### config.mk
export PLATFORM = sky130hd
export DESIGN_NAME = ad9783_spi_ctrl
export DESIGN_NICKNAME = d
export VERILOG_FILES = /design/src/rtl/ad9783_spi_ctrl.sv
export SDC_FILE = /design/constraint.sdc
export NUM_CORES = 1
export LEC_CHECK = 0
export CAP_MARGIN = 20
export CORE_ASPECT_RATIO = 2
export CORE_MARGIN = 2
export CORE_UTILIZATION = 42
export CTS_BUF_LIST = sky130_fd_sc_hd__clkbuf_16
export CTS_CLUSTER_SIZE = 8
export DETAILED_ROUTE_END_ITERATION = 10
export GPL_TIMING_DRIVEN = 0
export PLACE_DENSITY = 0.68
export SLEW_MARGIN = 20
export SYNTH_ARGS = -nofsm -noshare
export SYNTH_HDL_FRONTEND = slang
export SYNTH_SLANG_ARGS = --single-unit
### constraint.sdc
create_clock -name clk_in -period 7.2 [get_ports clk_in]
set_clock_uncertainty 0.15 [all_clocks]
set_input_delay 1.44 -clock clk_in [delete_from_list [all_inputs] [get_ports clk_in]]
set_output_delay 1.44 -clock clk_in [all_outputs]
set_load 0.05 [all_outputs]
### src/rtl/ad9783_spi_ctrl.sv
// AD9783 DAC pair configuration sequencer.
// Turns one-cycle host commands into 16-bit SPI frames (instruction byte plus
// one data byte) on a shared SCK/SDO/SDI with per-chip chip selects, and owns
// the DAC hardware RESET pins (timed pulse after reset and on soft reset).
module ad9783_spi_ctrl #(
   parameter int SCK_DIV    = 8,
   parameter int RST_CYCLES = 100
) (
   input  logic        clk_in,
   input  logic        rst_n_in,
   input  logic        cmd_trig_in,
   input  logic [15:0] cmd_addr_in,
   input  logic [15:0] cmd_data_in,
   output logic [15:0] cmd_data_out,
   output logic        cmd_busy_out,
   output logic        cmd_done_out,
   output logic        rst0_out,
   output logic        rst1_out,
   output logic        spi_scs0_out,
   output logic        spi_scs1_out,
   output logic        spi_sck_out,
   output logic        spi_sdo_out,
   input  logic        spi_sdi_in
);

   localparam int CNT_MAX = (RST_CYCLES > SCK_DIV) ? RST_CYCLES : SCK_DIV;
   localparam int CW      = $clog2(CNT_MAX + 1);
   localparam logic [CW-1:0] DIV_LAST = CW'(SCK_DIV - 1);
   localparam logic [CW-1:0] RST_LAST = CW'(RST_CYCLES - 1);
   localparam logic [CW-1:0] CNT_ZERO = CW'(0);
   localparam logic [CW-1:0] CNT_ONE  = CW'(1);

   typedef enum logic [2:0] {
      ST_RST_HOLD = 3'd0,
      ST_RST_WAIT = 3'd1,
      ST_IDLE     = 3'd2,
      ST_CS_SETUP = 3'd3,
      ST_SHIFT    = 3'd4,
      ST_CS_HOLD  = 3'd5,
      ST_DONE     = 3'd6
   } state_t;

   state_t          state_r, state_s;
   logic [CW-1:0]   cnt_r, cnt_s;
   logic [3:0]      bit_r, bit_s;
   logic            high_r, high_s;
   logic [15:0]     frame_r, frame_s;
   logic            soft_r, soft_s;
   logic [7:0]      rx_r, rx_s;
   logic [7:0]      rdata_r, rdata_s;
   logic            sdi_r;
   logic            busy_r, busy_s;
   logic            done_r, done_s;
   logic            dropped_r, dropped_s;
   logic            rst_r, rst_s;
   logic            scs0_r, scs0_s;
   logic            scs1_r, scs1_s;
   logic            sck_r, sck_s;
   logic            sdo_r, sdo_s;

   // Bit k of the frame as driven on SDO; the data byte of a read is sent as zero.
   function automatic logic tx_bit(input logic [15:0] frame, input logic [3:0] k);
      logic b;
      if (frame[15] && (k < 4'd8)) begin
         b = 1'b0;
      end else begin
         b = frame[k];
      end
      return b;
   endfunction

   // Readback line is registered once before it is shifted in.
   always_ff @(posedge clk_in or negedge rst_n_in) begin
      if (!rst_n_in) begin
         sdi_r <= 1'b0;
      end else begin
         sdi_r <= spi_sdi_in;
      end
   end

   // State, counters and registered output pins.
   always_ff @(posedge clk_in or negedge rst_n_in) begin
      if (!rst_n_in) begin
         state_r   <= ST_RST_HOLD;
         cnt_r     <= CNT_ZERO;
         bit_r     <= 4'd15;
         high_r    <= 1'b0;
         frame_r   <= 16'h0000;
         soft_r    <= 1'b0;
         rx_r      <= 8'h00;
         rdata_r   <= 8'h00;
         busy_r    <= 1'b1;
         done_r    <= 1'b0;
         dropped_r <= 1'b0;
         rst_r     <= 1'b1;
         scs0_r    <= 1'b1;
         scs1_r    <= 1'b1;
         sck_r     <= 1'b0;
         sdo_r     <= 1'b0;
      end else begin
         state_r   <= state_s;
         cnt_r     <= cnt_s;
         bit_r     <= bit_s;
         high_r    <= high_s;
         frame_r   <= frame_s;
         soft_r    <= soft_s;
         rx_r      <= rx_s;
         rdata_r   <= rdata_s;
         busy_r    <= busy_s;
         done_r    <= done_s;
         dropped_r <= dropped_s;
         rst_r     <= rst_s;
         scs0_r    <= scs0_s;
         scs1_r    <= scs1_s;
         sck_r     <= sck_s;
         sdo_r     <= sdo_s;
      end
   end

   // Next-state logic; outputs are computed one cycle ahead so every pin is a flop.
   always_comb begin
      state_s   = state_r;
      cnt_s     = cnt_r;
      bit_s     = bit_r;
      high_s    = high_r;
      frame_s   = frame_r;
      soft_s    = soft_r;
      rx_s      = rx_r;
      rdata_s   = rdata_r;
      busy_s    = busy_r;
      done_s    = 1'b0;
      dropped_s = dropped_r;
      rst_s     = rst_r;
      scs0_s    = scs0_r;
      scs1_s    = scs1_r;
      sck_s     = sck_r;
      sdo_s     = sdo_r;

      // Commands arriving while busy are discarded but remembered.
      if (cmd_trig_in && (state_r != ST_IDLE)) begin
         dropped_s = 1'b1;
      end else begin
         dropped_s = dropped_r;
      end

      case (state_r)
         ST_RST_HOLD: begin
            if (cnt_r == RST_LAST) begin
               state_s = ST_RST_WAIT;
               cnt_s   = CNT_ZERO;
               rst_s   = 1'b0;
            end else begin
               cnt_s = cnt_r + CNT_ONE;
            end
         end
         ST_RST_WAIT: begin
            if (cnt_r == RST_LAST) begin
               state_s = ST_IDLE;
               cnt_s   = CNT_ZERO;
               busy_s  = 1'b0;
               done_s  = soft_r;
               soft_s  = 1'b0;
            end else begin
               cnt_s = cnt_r + CNT_ONE;
            end
         end
         ST_IDLE: begin
            if (cmd_trig_in) begin
               dropped_s = 1'b0;
               busy_s    = 1'b1;
               cnt_s     = CNT_ZERO;
               if (cmd_addr_in[14]) begin
                  state_s = ST_RST_HOLD;
                  soft_s  = 1'b1;
                  rst_s   = 1'b1;
               end else begin
                  state_s = ST_CS_SETUP;
                  frame_s = {cmd_addr_in[15], 2'b00, cmd_addr_in[4:0], cmd_data_in[7:0]};
                  scs0_s  = cmd_addr_in[8];
                  scs1_s  = ~cmd_addr_in[8];
                  sdo_s   = cmd_addr_in[15];
               end
            end else begin
               state_s = ST_IDLE;
            end
         end
         ST_CS_SETUP: begin
            if (cnt_r == DIV_LAST) begin
               state_s = ST_SHIFT;
               cnt_s   = CNT_ZERO;
               bit_s   = 4'd15;
               high_s  = 1'b0;
               sdo_s   = tx_bit(frame_r, 4'd15);
            end else begin
               cnt_s = cnt_r + CNT_ONE;
            end
         end
         ST_SHIFT: begin
            if (!high_r) begin
               if (cnt_r == DIV_LAST) begin
                  cnt_s  = CNT_ZERO;
                  high_s = 1'b1;
                  sck_s  = 1'b1;
               end else begin
                  cnt_s = cnt_r + CNT_ONE;
               end
            end else begin
               if (cnt_r == DIV_LAST) begin
                  cnt_s = CNT_ZERO;
                  sck_s = 1'b0;
                  if (frame_r[15] && (bit_r < 4'd8)) begin
                     rx_s = {rx_r[6:0], sdi_r};
                  end else begin
                     rx_s = rx_r;
                  end
                  if (bit_r == 4'd0) begin
                     state_s = ST_CS_HOLD;
                     sdo_s   = 1'b0;
                  end else begin
                     bit_s  = bit_r - 4'd1;
                     high_s = 1'b0;
                     sdo_s  = tx_bit(frame_r, bit_r - 4'd1);
                  end
               end else begin
                  cnt_s = cnt_r + CNT_ONE;
               end
            end
         end
         ST_CS_HOLD: begin
            if (cnt_r == DIV_LAST) begin
               state_s = ST_DONE;
               cnt_s   = CNT_ZERO;
               scs0_s  = 1'b1;
               scs1_s  = 1'b1;
               done_s  = 1'b1;
               if (frame_r[15]) begin
                  rdata_s = rx_r;
               end else begin
                  rdata_s = rdata_r;
               end
            end else begin
               cnt_s = cnt_r + CNT_ONE;
            end
         end
         ST_DONE: begin
            state_s = ST_IDLE;
            busy_s  = 1'b0;
         end
         default: begin
            state_s = ST_RST_HOLD;
            cnt_s   = CNT_ZERO;
            rst_s   = 1'b1;
            busy_s  = 1'b1;
            scs0_s  = 1'b1;
            scs1_s  = 1'b1;
            sck_s   = 1'b0;
            sdo_s   = 1'b0;
         end
      endcase
   end

   assign cmd_data_out = {busy_r, dropped_r, 6'b000000, rdata_r};
   assign cmd_busy_out = busy_r;
   assign cmd_done_out = done_r;
   assign rst0_out     = rst_r;
   assign rst1_out     = rst_r;
   assign spi_scs0_out = scs0_r;
   assign spi_scs1_out = scs1_r;
   assign spi_sck_out  = sck_r;
   assign spi_sdo_out  = sdo_r;

endmodule

After elaboration in Yosys (flattened, before gate mapping)
Cells that the tools add are included.
{"block": "op_classes", "n_addsub": 2, "n_lt_le_gt_ge": 3, "eq_ne": 20, "mux": 56, "bitwise": 8, "reduce_logical": 27}
{"op": "one-hot mux 7 bit (4 select lines)", "count": 1}
{"op": "two-way mux 1 bit", "count": 27}
{"op": "two-way mux 3 bit", "count": 8}
{"op": "inequality test 2 bit, second input constant", "count": 11}
{"op": "two-way mux 7 bit", "count": 3}
{"op": "one-hot mux 3 bit (7 select lines)", "count": 1}
{"op": "two-way mux 4 bit", "count": 4}
{"op": "AND reduction 4 bit", "count": 4}
{"op": "OR reduction 5 bit", "count": 2}
{"op": "== test 3 bit, second input constant", "count": 3}
{"op": "one-hot mux 1 bit (3 select lines)", "count": 3}
{"op": "AND reduction 3 bit", "count": 3}
{"op": "< comparator 4 bit, second input constant", "count": 2}
{"op": "NOT 1 bit", "count": 8}
{"op": "one-hot mux 1 bit (2 select lines)", "count": 4}
{"op": "one-hot mux 1 bit (4 select lines)", "count": 2}
{"op": "one-hot mux 4 bit (2 select lines)", "count": 1}
{"op": "OR reduction 4 bit", "count": 2}
{"op": "adder 7 x 1 -> 7 bit, second input constant", "count": 1}
{"op": "== test 7 x 3 -> 1 bit, second input constant", "count": 1}
{"op": "== test 7 bit, second input constant", "count": 1}
{"op": "AND reduction 7 bit", "count": 1}
{"op": "== test 3 x 2 -> 1 bit, second input constant", "count": 2}
{"op": "AND reduction 2 bit", "count": 3}
{"op": "other kinds (15)", "count": 18}
{"block": "word_totals", "register_bits": 55, "in_bits": 36, "output_inout_bits": 24, "wordCells": 133}

Depth between registers and ports, before layout
Gate-level depths: netlist of the first run.
{"block": "depth", "word_depth": 8, "ltp_mapped": 9}

Worst setup path before layout of the first run
OpenSTA, ideal clock, no wires.
{"block": "synth_timing", "path_type": "input to register", "from": "in cmd_addr_in[14]", "to": "reg state_r[0]", "setup_time_ns": 0.125, "arrival_ns": 2.417, "required_ns": 6.925, "slack_ns": 4.508, "path_stages": 4, "n_path_buf": 1, "path_cell_list": "nand3b_1 clkbuf_1 o21ai_0 mux2_2"}
{"block": "synth_via", "elab_chain_len": 3}
{"element": "start: declaration", "line_no": "12", "text": "input logic [15:0] cmd_addr_in,"}
{"element": "two-way mux 2 bit", "line_no": "172", "text": "if (cmd_addr_in[14]) begin"}
{"element": "two-way mux 3 bit", "line_no": "168", "text": "if (cmd_trig_in) begin"}
{"element": "one-hot mux 3 bit (7 select lines)", "line_no": "146", "text": "case (state_r)"}
{"element": "end signal: assignment", "line_no": "101", "text": "state_r <= state_s;"}
{"element": "end: declaration", "line_no": "43", "text": "state_t state_r, state_s;"}
Every way passes these cells.
A chain may end at the register's enable or synchronous reset.

Worst setup path in the final report of the first run
{"block": "layout_timing", "from": "reg busy_r (netlist: cmd_busy_out)", "to": "out cmd_data_out[15]"}
{"element": "start: declaration", "line_no": "52", "text": "logic busy_r, busy_s;"}
{"element": "start signal: assignment", "line_no": "109", "text": "busy_r <= busy_s;"}
{"element": "end: declaration", "line_no": "14", "text": "output logic [15:0] cmd_data_out,"}
No word-level cell between the ends.

==> impl_metrics.prom, run 1 <==
# TYPE chip_impl_metric gauge
chip_impl_metric{name="synth.yosys.seq_area_share",unit="%"} 49.9
chip_impl_metric{name="grt_first_pass_wirelength",unit="µm"} 9210
chip_impl_info{name="run_status",value="complete, no violations"} 1
chip_impl_metric{name="nFillCells",unit=""} 637
chip_impl_metric{name="pwr-share-clk",unit="%"} 44.9
chip_impl_metric{name="first_pass_iteration_count_of_the_detailed_router",unit=""} 4
chip_impl_metric{name="worst_slew_pin_slew",unit="ns"} 0.762
chip_impl_metric{name="syn-cell-area",unit="µm²"} 2780
chip_impl_metric{name="drt_drc_violations_left",unit=""} 0
chip_impl_metric{name="ys_async_sr_fraction",unit="%"} 100
chip_impl_metric{name="seq_power_share",unit="%"} 50.8
chip_impl_metric{name="power.internal",unit="µW"} 486
chip_impl_info{name="rsz0062_at_grt",value="false"} 1
chip_impl_metric{name="comb_power_share",unit="%"} 4.3
chip_impl_metric{name="timing.fmax",unit="MHz"} 299
chip_impl_metric{name="critPathMaxFanout",unit=""} 5
chip_impl_metric{name="cts-resized-gates",unit=""} 0
chip_impl_metric{name="cts_hold_buffers",unit=""} 0
chip_impl_info{name="criticalPathCategory",value="reg2out"} 1
chip_impl_metric{name="synthesis_to_layout_area_growth",unit="%"} 24.1
chip_impl_metric{name="boundaryPins",unit=""} 60
chip_impl_info{name="mostFrequentLayoutCells",value="dfrtp_1 (47), clkdlybuf4s50_1 (36), mux2_2 (26)"} 1
chip_impl_metric{name="p_sw",unit="µW"} 122
chip_impl_info{name="final_common_cell",value="dfrtp_1"} 1
chip_impl_metric{name="finalHoldViolCount",unit=""} 0
chip_impl_metric{name="final_nets",unit=""} 341
chip_impl_info{name="cpMaxStageDelayCell",value="clkdlybuf4s50_1"} 1
chip_impl_metric{name="synth_enable_flop_cells",unit=""} 0
chip_impl_metric{name="rows",unit=""} 42
chip_impl_metric{name="finalCoreUtilization",unit="%"} 52.9
chip_impl_metric{name="final_report_setup_violation_count",unit=""} 0
chip_impl_metric{name="total_number_of_h_tree_levels",unit=""} 2
chip_impl_metric{name="clock_sinks",unit=""} 55
chip_impl_metric{name="routed_wl",unit="µm"} 5220
chip_impl_metric{name="core_region_area",unit="µm²"} 6520
chip_impl_metric{name="finalWorstPathRequiredPeriod",unit="ns"} 3.34
chip_impl_info{name="timing.hold.worst.class",value="reg2reg"} 1
chip_impl_metric{name="powerDensity",unit="nW/µm²"} 177
chip_impl_metric{name="synth_xor_xnor_area_share",unit="%"} 2.21
chip_impl_metric{name="power.switching_fraction",unit="%"} 20.1
chip_impl_info{name="clock_tree_from_tritoncts",value="built"} 1
chip_impl_metric{name="grt_max_degree",unit=""} 56
chip_impl_metric{name="critPathMaxStageDelay",unit="ns"} 0.78
chip_impl_metric{name="antenna_found_initial",unit=""} 0
chip_impl_metric{name="regToRegSetupSlack",unit="ns"} 4.46
chip_impl_metric{name="drive_gt1_share",unit="%"} 22.4
chip_impl_metric{name="ys_types",unit=""} 46
chip_impl_metric{name="die_height",unit="µm"} 119
chip_impl_metric{name="timing.setup.tns",unit="ns"} 0
chip_impl_metric{name="synth-compound-area-share",unit="%"} 10.0
chip_impl_metric{name="synth-adder-area-share",unit="%"} 0.901
chip_impl_metric{name="antenna_violating_nets_post_route",unit=""} 0
chip_impl_info{name="cts_root_buffer",value="clkbuf_16"} 1
chip_impl_metric{name="grt_pass1_vias",unit=""} 2044
chip_impl_metric{name="cap_viol_max_count",unit=""} 0
chip_impl_metric{name="cp_data_arrival_time",unit="ns"} 1.75
chip_impl_metric{name="finalHoldWorstSlack",unit="ns"} 0.336
chip_impl_metric{name="die_width",unit="µm"} 61.5
chip_impl_metric{name="fp.dieArea",unit="µm²"} 7320
chip_impl_metric{name="critical_path_required",unit="ns"} 5.61
chip_impl_metric{name="drt_iter0_drc",unit=""} 64
chip_impl_metric{name="cellLeakagePower",unit="µW"} 0.00162
chip_impl_metric{name="clock_insertion_delay_worst_skew",unit="ns"} 0.29
chip_impl_metric{name="timing.slew.headroom",unit="%"} 49.1
chip_impl_metric{name="placement.io_buffers",unit=""} 37
chip_impl_metric{name="min_period_over_period",unit="%"} 46.4
chip_impl_metric{name="gp_congestion",unit=""} 0.848
chip_impl_metric{name="worst_ir_drop_vdd",unit="mV"} 0.127
chip_impl_metric{name="wire_per_inst",unit="µm"} 13.3
chip_impl_metric{name="via_count",unit=""} 2024
chip_impl_metric{name="synth-seq-cells",unit=""} 55
chip_impl_metric{name="post_synth.cell_area_avg",unit="µm²"} 10.9
chip_impl_metric{name="synth_cells",unit=""} 254
chip_impl_metric{name="clock_edge_transition_at_the_registers_on_the_reported_setup_and_hold_paths",unit="ns"} 0.07
chip_impl_metric{name="tritoncts.num_buffers",unit=""} 5
chip_impl_info{name="worst_setup_path_start_kind",value="flop"} 1
chip_impl_info{name="critical_path.endpoint_type",value="primary output"} 1
chip_impl_metric{name="cts.path.max_buffers",unit=""} 2
chip_impl_metric{name="detail_route.vias_per_cell",unit=""} 5.16
chip_impl_metric{name="yosys-mux-area-fraction",unit="%"} 16.7
chip_impl_metric{name="postCtsSetupBuffers",unit=""} 0
chip_impl_info{name="synth_top_family_by_area",value="multiplexers"} 1
chip_impl_metric{name="share_of_synthesized_cell_area_in_and_or_nand_and_nor_gates",unit="%"} 14.8
chip_impl_metric{name="overflow",unit=""} 0
chip_impl_metric{name="starting_utilization_of_the_core_area",unit="%"} 42.6
chip_impl_metric{name="groute.usage.overall",unit="%"} 16.2
chip_impl_metric{name="timing.final.max_slew_violations",unit=""} 0
chip_impl_metric{name="diodes",unit=""} 0
chip_impl_info{name="worstPathCellList",value="buf_4 > clkdlybuf4s50_1"} 1
chip_impl_metric{name="detailedPlacementHpwl",unit="µm"} 3880
chip_impl_info{name="synth_ff_type",value="dfrtp_1"} 1
chip_impl_metric{name="synthesis.yosys.warnings",unit=""} 0
-- cell usage after synthesis (4+ instances only) --
| cell | number | share of area, % |
|---|---|---|
| nor3_1 | 5 | 0.90 |
| dfstp_2 | 8 | 7.6 |
| o21ai_0 | 11 | 2.0 |
| nand2_1 | 17 | 2.3 |
| clkbuf_1 | 9 | 1.2 |
| nand3_1 | 5 | 0.90 |
| nor2_1 | 20 | 2.7 |
| mux2_2 | 26 | 11 |
| and3_1 | 4 | 0.90 |
| xor2_1 | 5 | 1.6 |
| mux2i_1 | 5 | 1.8 |
| a31oi_1 | 6 | 1.4 |
| dfrtp_1 | 47 | 42 |
| buf_4 | 9 | 2.4 |
| inv_1 | 8 | 1.1 |
| a21oi_1 | 13 | 2.3 |
| mux2_4 | 8 | 4.3 |
-- stage by stage --
stage                     instances  total power, µW  cell area (µm²)  worst slack, ns
after floorplan                 259              325             2800             4.51
after global placement          384              342             3280             2.96
after detailed placement        384              342             3270             3.67
after CTS                       392              616             3450             3.85
after global routing            392              635             3450             3.81
final                           392              608             3450             3.86
-- path summary, 6_finish.rpt --
check | end | depth (start not counted) | start
max in group asynchronous | state_r[1]$_DFFE_PN0P_ | 1 | rst_n_in
min reg2reg | rx_r[0]$_DFFE_PN0P_ | 1 | sdi_r$_DFF_PN0_
max | cmd_data_out[15] | 2 | cmd_busy_out$_DFFE_PN1P_
min | rx_r[0]$_DFFE_PN0P_ | 1 | sdi_r$_DFF_PN0_
max reg2reg | spi_sdo_out$_DFFE_PN0P_ | 8 | bit_r[0]$_DFFE_PN1P_
min in group asynchronous | cnt_r[2]$_DFFE_PN0P_ | 1 | rst_n_in
-- cells by family after synthesis --
group,after synthesis
muxes,39
other,1
AOI/OAI and AO/OA,45
adders and majority gates,2
DFF,55
and+or+nand+nor,77
xor gates and xnor gates,7
buffers and inverters,28
-- state kept, by name, indices dropped and copies added (netlist names), named ones only --
| register | count |
|---|---|
| spi_scs0_out | 1 |
| spi_sck_out | 1 |
| rst0_out | 1 |
| cmd_busy_out | 1 |
| cmd_done_out | 1 |
| rdata_r | 8 |
| cnt_r | 7 |
| bit_r | 4 |
| high_r | 1 |
| frame_r | 14 |
| soft_r | 1 |
| rx_r | 8 |
| spi_scs1_out | 1 |
| sdi_r | 1 |
| state_r | 3 |
| spi_sdo_out | 1 |
-- metal layers --
metal  vias up  global-route usage [%]  part of all wire, %
li1        984                       -                    -
met1       988                    21.4                   43
met2        46                    26.3                   53
met3         6                    3.26                  3.2
met4         0                    4.39                  1.4
met5         -                       0                    0
-- power groups by stage --
stage | combinational [µW] | sequential, µW | clock (µW)
after global placement | 26.5 | 315 | 0
after global routing | 28.3 | 309 | 298
final | 26.1 | 309 | 273
after detailed placement | 26.7 | 315 | 0
after floorplan | 9.78 | 315 | 0
after CTS | 26.7 | 309 | 280
-- cell type report --
| type | instances | area [µm²] | share of cell area (%) |
|---|---|---|---|
| plain buffers | 20 | 118 | 3.41 |
| clock buffers | 5 | 125 | 3.63 |
| clock inverters | 3 | 46.3 | 1.34 |
| inverters | 8 | 30.0 | 0.871 |
| multi-input cells | 176 | 1260 | 36.6 |
| flip-flops and latches | 55 | 1390 | 40.2 |
| well taps | 88 | 110 | 3.20 |
| repair buffers | 37 | 368 | 10.7 |
-- critical path: cells and delay by family, from the launching register on --
family | cells | cell delay (ns)
buf+inv | 2 | 0.89
flops | 1 | 0.57
No activity file was read; power rests on OpenSTA's default activity.
==> run 2: changes to the inputs <==
==> constraint.sdc (replaced) <==
create_clock -name clk_in -period 3.2 [get_ports clk_in]
set_clock_uncertainty 0.15 [all_clocks]
set_input_delay 0.64 -clock clk_in [delete_from_list [all_inputs] [get_ports clk_in]]
set_output_delay 0.64 -clock clk_in [all_outputs]
set_load 0.05 [all_outputs]
==> results of run 2 <==
The final DEF is identical to that of run 1. Status: complete, no violations.
Main changes from that run: setup slack after placement 3.67 ns -> 0.474 ns; setup slack after layout 3.86 ns -> 0.462 ns; hold slack 0.336 ns -> 0.225 ns; start point of the critical path cmd_busy_out$_DFFE_PN1P_ -> bit_r[0]$_DFFE_PN1P_; end point of the critical path cmd_data_out[15] -> spi_sdo_out$_DFFE_PN0P_; register-to-register setup slack 4.46 ns -> 0.46 ns; total power 608 µW -> 1370 µW; worst IR drop on VDD 0.127 mV -> 0.285 mV
==> run 3: changes to the inputs <==
--- a/config.mk
+++ b/config.mk
@@ -14,7 +14,7 @@
 export DETAILED_ROUTE_END_ITERATION = 10
 export GPL_TIMING_DRIVEN = 0
 export PLACE_DENSITY = 0.68
-export SLEW_MARGIN = 20
+export SLEW_MARGIN = 10
 export SYNTH_ARGS = -nofsm -noshare
 export SYNTH_HDL_FRONTEND = slang
 export SYNTH_SLANG_ARGS = --single-unit
==> constraint.sdc (replaced) <==
create_clock -name clk_in -period 3.14 [get_ports clk_in]
set_clock_uncertainty 0.15 [all_clocks]
set_input_delay 0.628 -clock clk_in [delete_from_list [all_inputs] [get_ports clk_in]]
set_output_delay 0.628 -clock clk_in [all_outputs]
set_load 0.05 [all_outputs]
==> run 3 against run 2 <==
Net effect:
- clock power down 9.8%
- utilization about the same
- clock-buffer cell count unchanged
- worst hold slack worse by 0.066 ns
- sequential power up 2%
- cell area about the same
- power down 3.2%
- sequential cell count unchanged
- highest routed layer unchanged
==> impl_metrics.prom, run 3 (synthesis gave the netlist of run 1 again) <==
# TYPE chip_impl_metric gauge
chip_impl_metric{name="drt_iter0_drc",unit=""} 102
chip_impl_metric{name="total_number_of_h_tree_levels",unit=""} 2
chip_impl_metric{name="clock_sinks",unit=""} 55
chip_impl_metric{name="timing.setup.tns",unit="ns"} 0
chip_impl_metric{name="timing.fmax",unit="MHz"} 370
chip_impl_metric{name="worst_slew_pin_slew",unit="ns"} 0.786
chip_impl_info{name="timing.hold.worst.class",value="in2async"} 1
chip_impl_metric{name="tritoncts.num_buffers",unit=""} 5
chip_impl_metric{name="gp_congestion",unit=""} 0.848
chip_impl_metric{name="cap_viol_max_count",unit=""} 0
chip_impl_metric{name="cts-resized-gates",unit=""} 0
chip_impl_metric{name="drt_drc_violations_left",unit=""} 0
chip_impl_metric{name="postCtsSetupBuffers",unit=""} 0
chip_impl_metric{name="fp.dieArea",unit="µm²"} 7320
chip_impl_info{name="clock_tree_from_tritoncts",value="built"} 1
chip_impl_metric{name="timing.final.max_slew_violations",unit=""} 0
chip_impl_metric{name="first_pass_iteration_count_of_the_detailed_router",unit=""} 4
chip_impl_metric{name="antenna_violating_nets_post_route",unit=""} 0
chip_impl_info{name="run_status",value="complete, no violations"} 1
chip_impl_info{name="criticalPathCategory",value="reg2reg"} 1
chip_impl_metric{name="detailed_place.area",unit="µm²"} 3290
chip_impl_info{name="crit_top_cell",value="clkbuf_1"} 1
chip_impl_metric{name="cellLeakagePower",unit="µW"} 0.00163
chip_impl_metric{name="nFillCells",unit=""} 628
chip_impl_info{name="worst_setup_path_start_kind",value="flop"} 1
chip_impl_metric{name="finalHoldViolCount",unit=""} 0
chip_impl_metric{name="rows",unit=""} 42
chip_impl_metric{name="cts.path.max_buffers",unit=""} 2
chip_impl_metric{name="overflow",unit=""} 0
chip_impl_metric{name="finalWorstPathRequiredPeriod",unit="ns"} 2.70
chip_impl_info{name="mostFrequentLayoutCells",value="dfrtp_1 (47), clkdlybuf4s50_1 (36), mux2_2 (26)"} 1
chip_impl_metric{name="powerDensity",unit="nW/µm²"} 385
chip_impl_metric{name="grt_pass1_vias",unit=""} 2090
chip_impl_metric{name="die_height",unit="µm"} 119
chip_impl_metric{name="die_width",unit="µm"} 61.5
chip_impl_metric{name="core_region_area",unit="µm²"} 6520
chip_impl_metric{name="sequential_cell_area",unit="µm²"} 1390
chip_impl_metric{name="post-route-cell-area",unit="µm²"} 3440
chip_impl_metric{name="multiInputGateArea",unit="µm²"} 1260
chip_impl_info{name="biggestRegsByFlops",value="frame_r (14), rdata_r (8), rx_r (8)"} 1
chip_impl_info{name="rsz0062_at_grt",value="false"} 1
chip_impl_metric{name="antenna_found_initial",unit=""} 0
chip_impl_metric{name="min_period_over_period",unit="%"} 86.1
chip_impl_metric{name="max_ffs_per_register",unit=""} 14
chip_impl_metric{name="clock_edge_transition_at_the_registers_on_the_reported_setup_and_hold_paths",unit="ns"} 0.07
chip_impl_metric{name="cts_hold_buffers",unit=""} 0
chip_impl_metric{name="via_count",unit=""} 1995
chip_impl_metric{name="groute.usage.overall",unit="%"} 15.9
chip_impl_metric{name="wire_per_inst",unit="µm"} 13.1
chip_impl_info{name="cp_top_family",value="buffers and inverters"} 1
chip_impl_metric{name="path_buf_inv",unit=""} 3
chip_impl_metric{name="final_nets",unit=""} 342
chip_impl_metric{name="placement.io_buffers",unit=""} 37
chip_impl_metric{name="grt_first_pass_wirelength",unit="µm"} 9070
chip_impl_metric{name="critPathMaxFanout",unit=""} 8
chip_impl_info{name="regMostFlops",value="frame_r"} 1
chip_impl_info{name="critical_path.endpoint_type",value="flop"} 1
chip_impl_metric{name="drive_gt1_share",unit="%"} 22.6
chip_impl_info{name="cts_root_buffer",value="clkbuf_16"} 1
chip_impl_info{name="final_common_cell",value="dfrtp_1"} 1
chip_impl_info{name="crit_start",value="bit_r[0]$_DFFE_PN1P_"} 1
chip_impl_metric{name="diodes",unit=""} 0
chip_impl_metric{name="worst_ir_drop_vdd",unit="mV"} 0.319
chip_impl_info{name="crit-reg2reg-launch",value="bit_r[0]$_DFFE_PN1P_"} 1
chip_impl_metric{name="critical_path_required",unit="ns"} 3.15
chip_impl_metric{name="grt_max_degree",unit=""} 34
chip_impl_metric{name="cp_data_arrival_time",unit="ns"} 2.72
chip_impl_metric{name="boundaryPins",unit=""} 60
chip_impl_metric{name="detailedPlacementHpwl",unit="µm"} 4050
chip_impl_metric{name="final_report_setup_violation_count",unit=""} 0
chip_impl_metric{name="critPathMaxStageDelay",unit="ns"} 0.52
chip_impl_info{name="cpMaxStageDelayCell",value="dfstp_2"} 1
chip_impl_metric{name="timing.slew.headroom",unit="%"} 47.5
chip_impl_info{name="worstPathCellList",value="clkbuf_1 > inv_1 > ha_1 > clkbuf_1 > mux2i_1 > nor3_1 > o311ai_0 > a31oi_1"} 1
chip_impl_metric{name="detail_route.vias_per_cell",unit=""} 5.08
chip_impl_metric{name="synthesis_to_layout_area_growth",unit="%"} 24.0
chip_impl_metric{name="routed_wl",unit="µm"} 5170
chip_impl_metric{name="starting_utilization_of_the_core_area",unit="%"} 42.6
chip_impl_metric{name="clock_insertion_delay_worst_skew",unit="ns"} 0.29
run 3: final timing paths:
path                                      endpoint  slack [ns]  cells past startpoint
min reg2reg                    rx_r[0]$_DFFE_PN0P_        0.34                      1
max in group asynchronous     bit_r[1]$_DFFE_PN1P_        2.07                      2
max                        spi_sdo_out$_DFFE_PN0P_        0.44                      8
min in group clk_in            rx_r[0]$_DFFE_PN0P_        0.34                      1
min                           cnt_r[2]$_DFFE_PN0P_        0.16                      1
max reg2reg                spi_sdo_out$_DFFE_PN0P_        0.44                      8
run 3: worst register-to-register path, cell delays in order, from the launching register on:
cell      delay [ns]
dfstp_2         0.52
clkbuf_1        0.28
inv_1           0.15
ha_1            0.30
clkbuf_1        0.35
mux2i_1         0.25
nor3_1          0.06
o311ai_0        0.38
a31oi_1         0.14
run 3: where the power goes:
group	internal [µW]	leakage [µW]	switching [µW]	total, µW
registers	709	0.000713	0.150	709
clock network	303	0.0000748	251	554
logic	28.4	0.000838	34.2	62.5
total	1040	0.00163	286	1330
run 3: per-layer routing:
layer,global-route usage (%),wire length [µm],vias up
met3,3.15,153,9
met4,5.32,89,0
met2,26.8,2710,36
li1,-,-,979
met1,19.6,2210,971
met5,0,0,-
run 3: cell type report:
| type | instances | area share [%] |
|---|---|---|
| Sequential cell | 55 | 40.3 |
| Multi-Input combinational cell | 176 | 36.7 |
| Timing Repair Buffer | 38 | 11.2 |
| Clock buffer | 5 | 3.63 |
| Buffer | 20 | 3.42 |
| Tap cell | 88 | 3.20 |
| Inverter | 8 | 0.872 |
| Clock inverter | 3 | 0.763 |
run 3: stage by stage:
stage | utilization (%) | hold slack, ns | power [µW] | worst slack [ns] | std cells
2_1_floorplan | - | 0.182 | 745 | 0.754 | 259
3_3_place_gp | 50.3 | 0.317 | 784 | -0.290 | 384
3_5_place_dp | 50.5 | 0.320 | 787 | 0.420 | 385
4_1_cts | 52.8 | 0.173 | 1350 | 0.442 | 393
5_1_grt | 52.8 | 0.180 | 1390 | 0.194 | 393
6_report | 52.8 | 0.160 | 1330 | 0.438 | 393
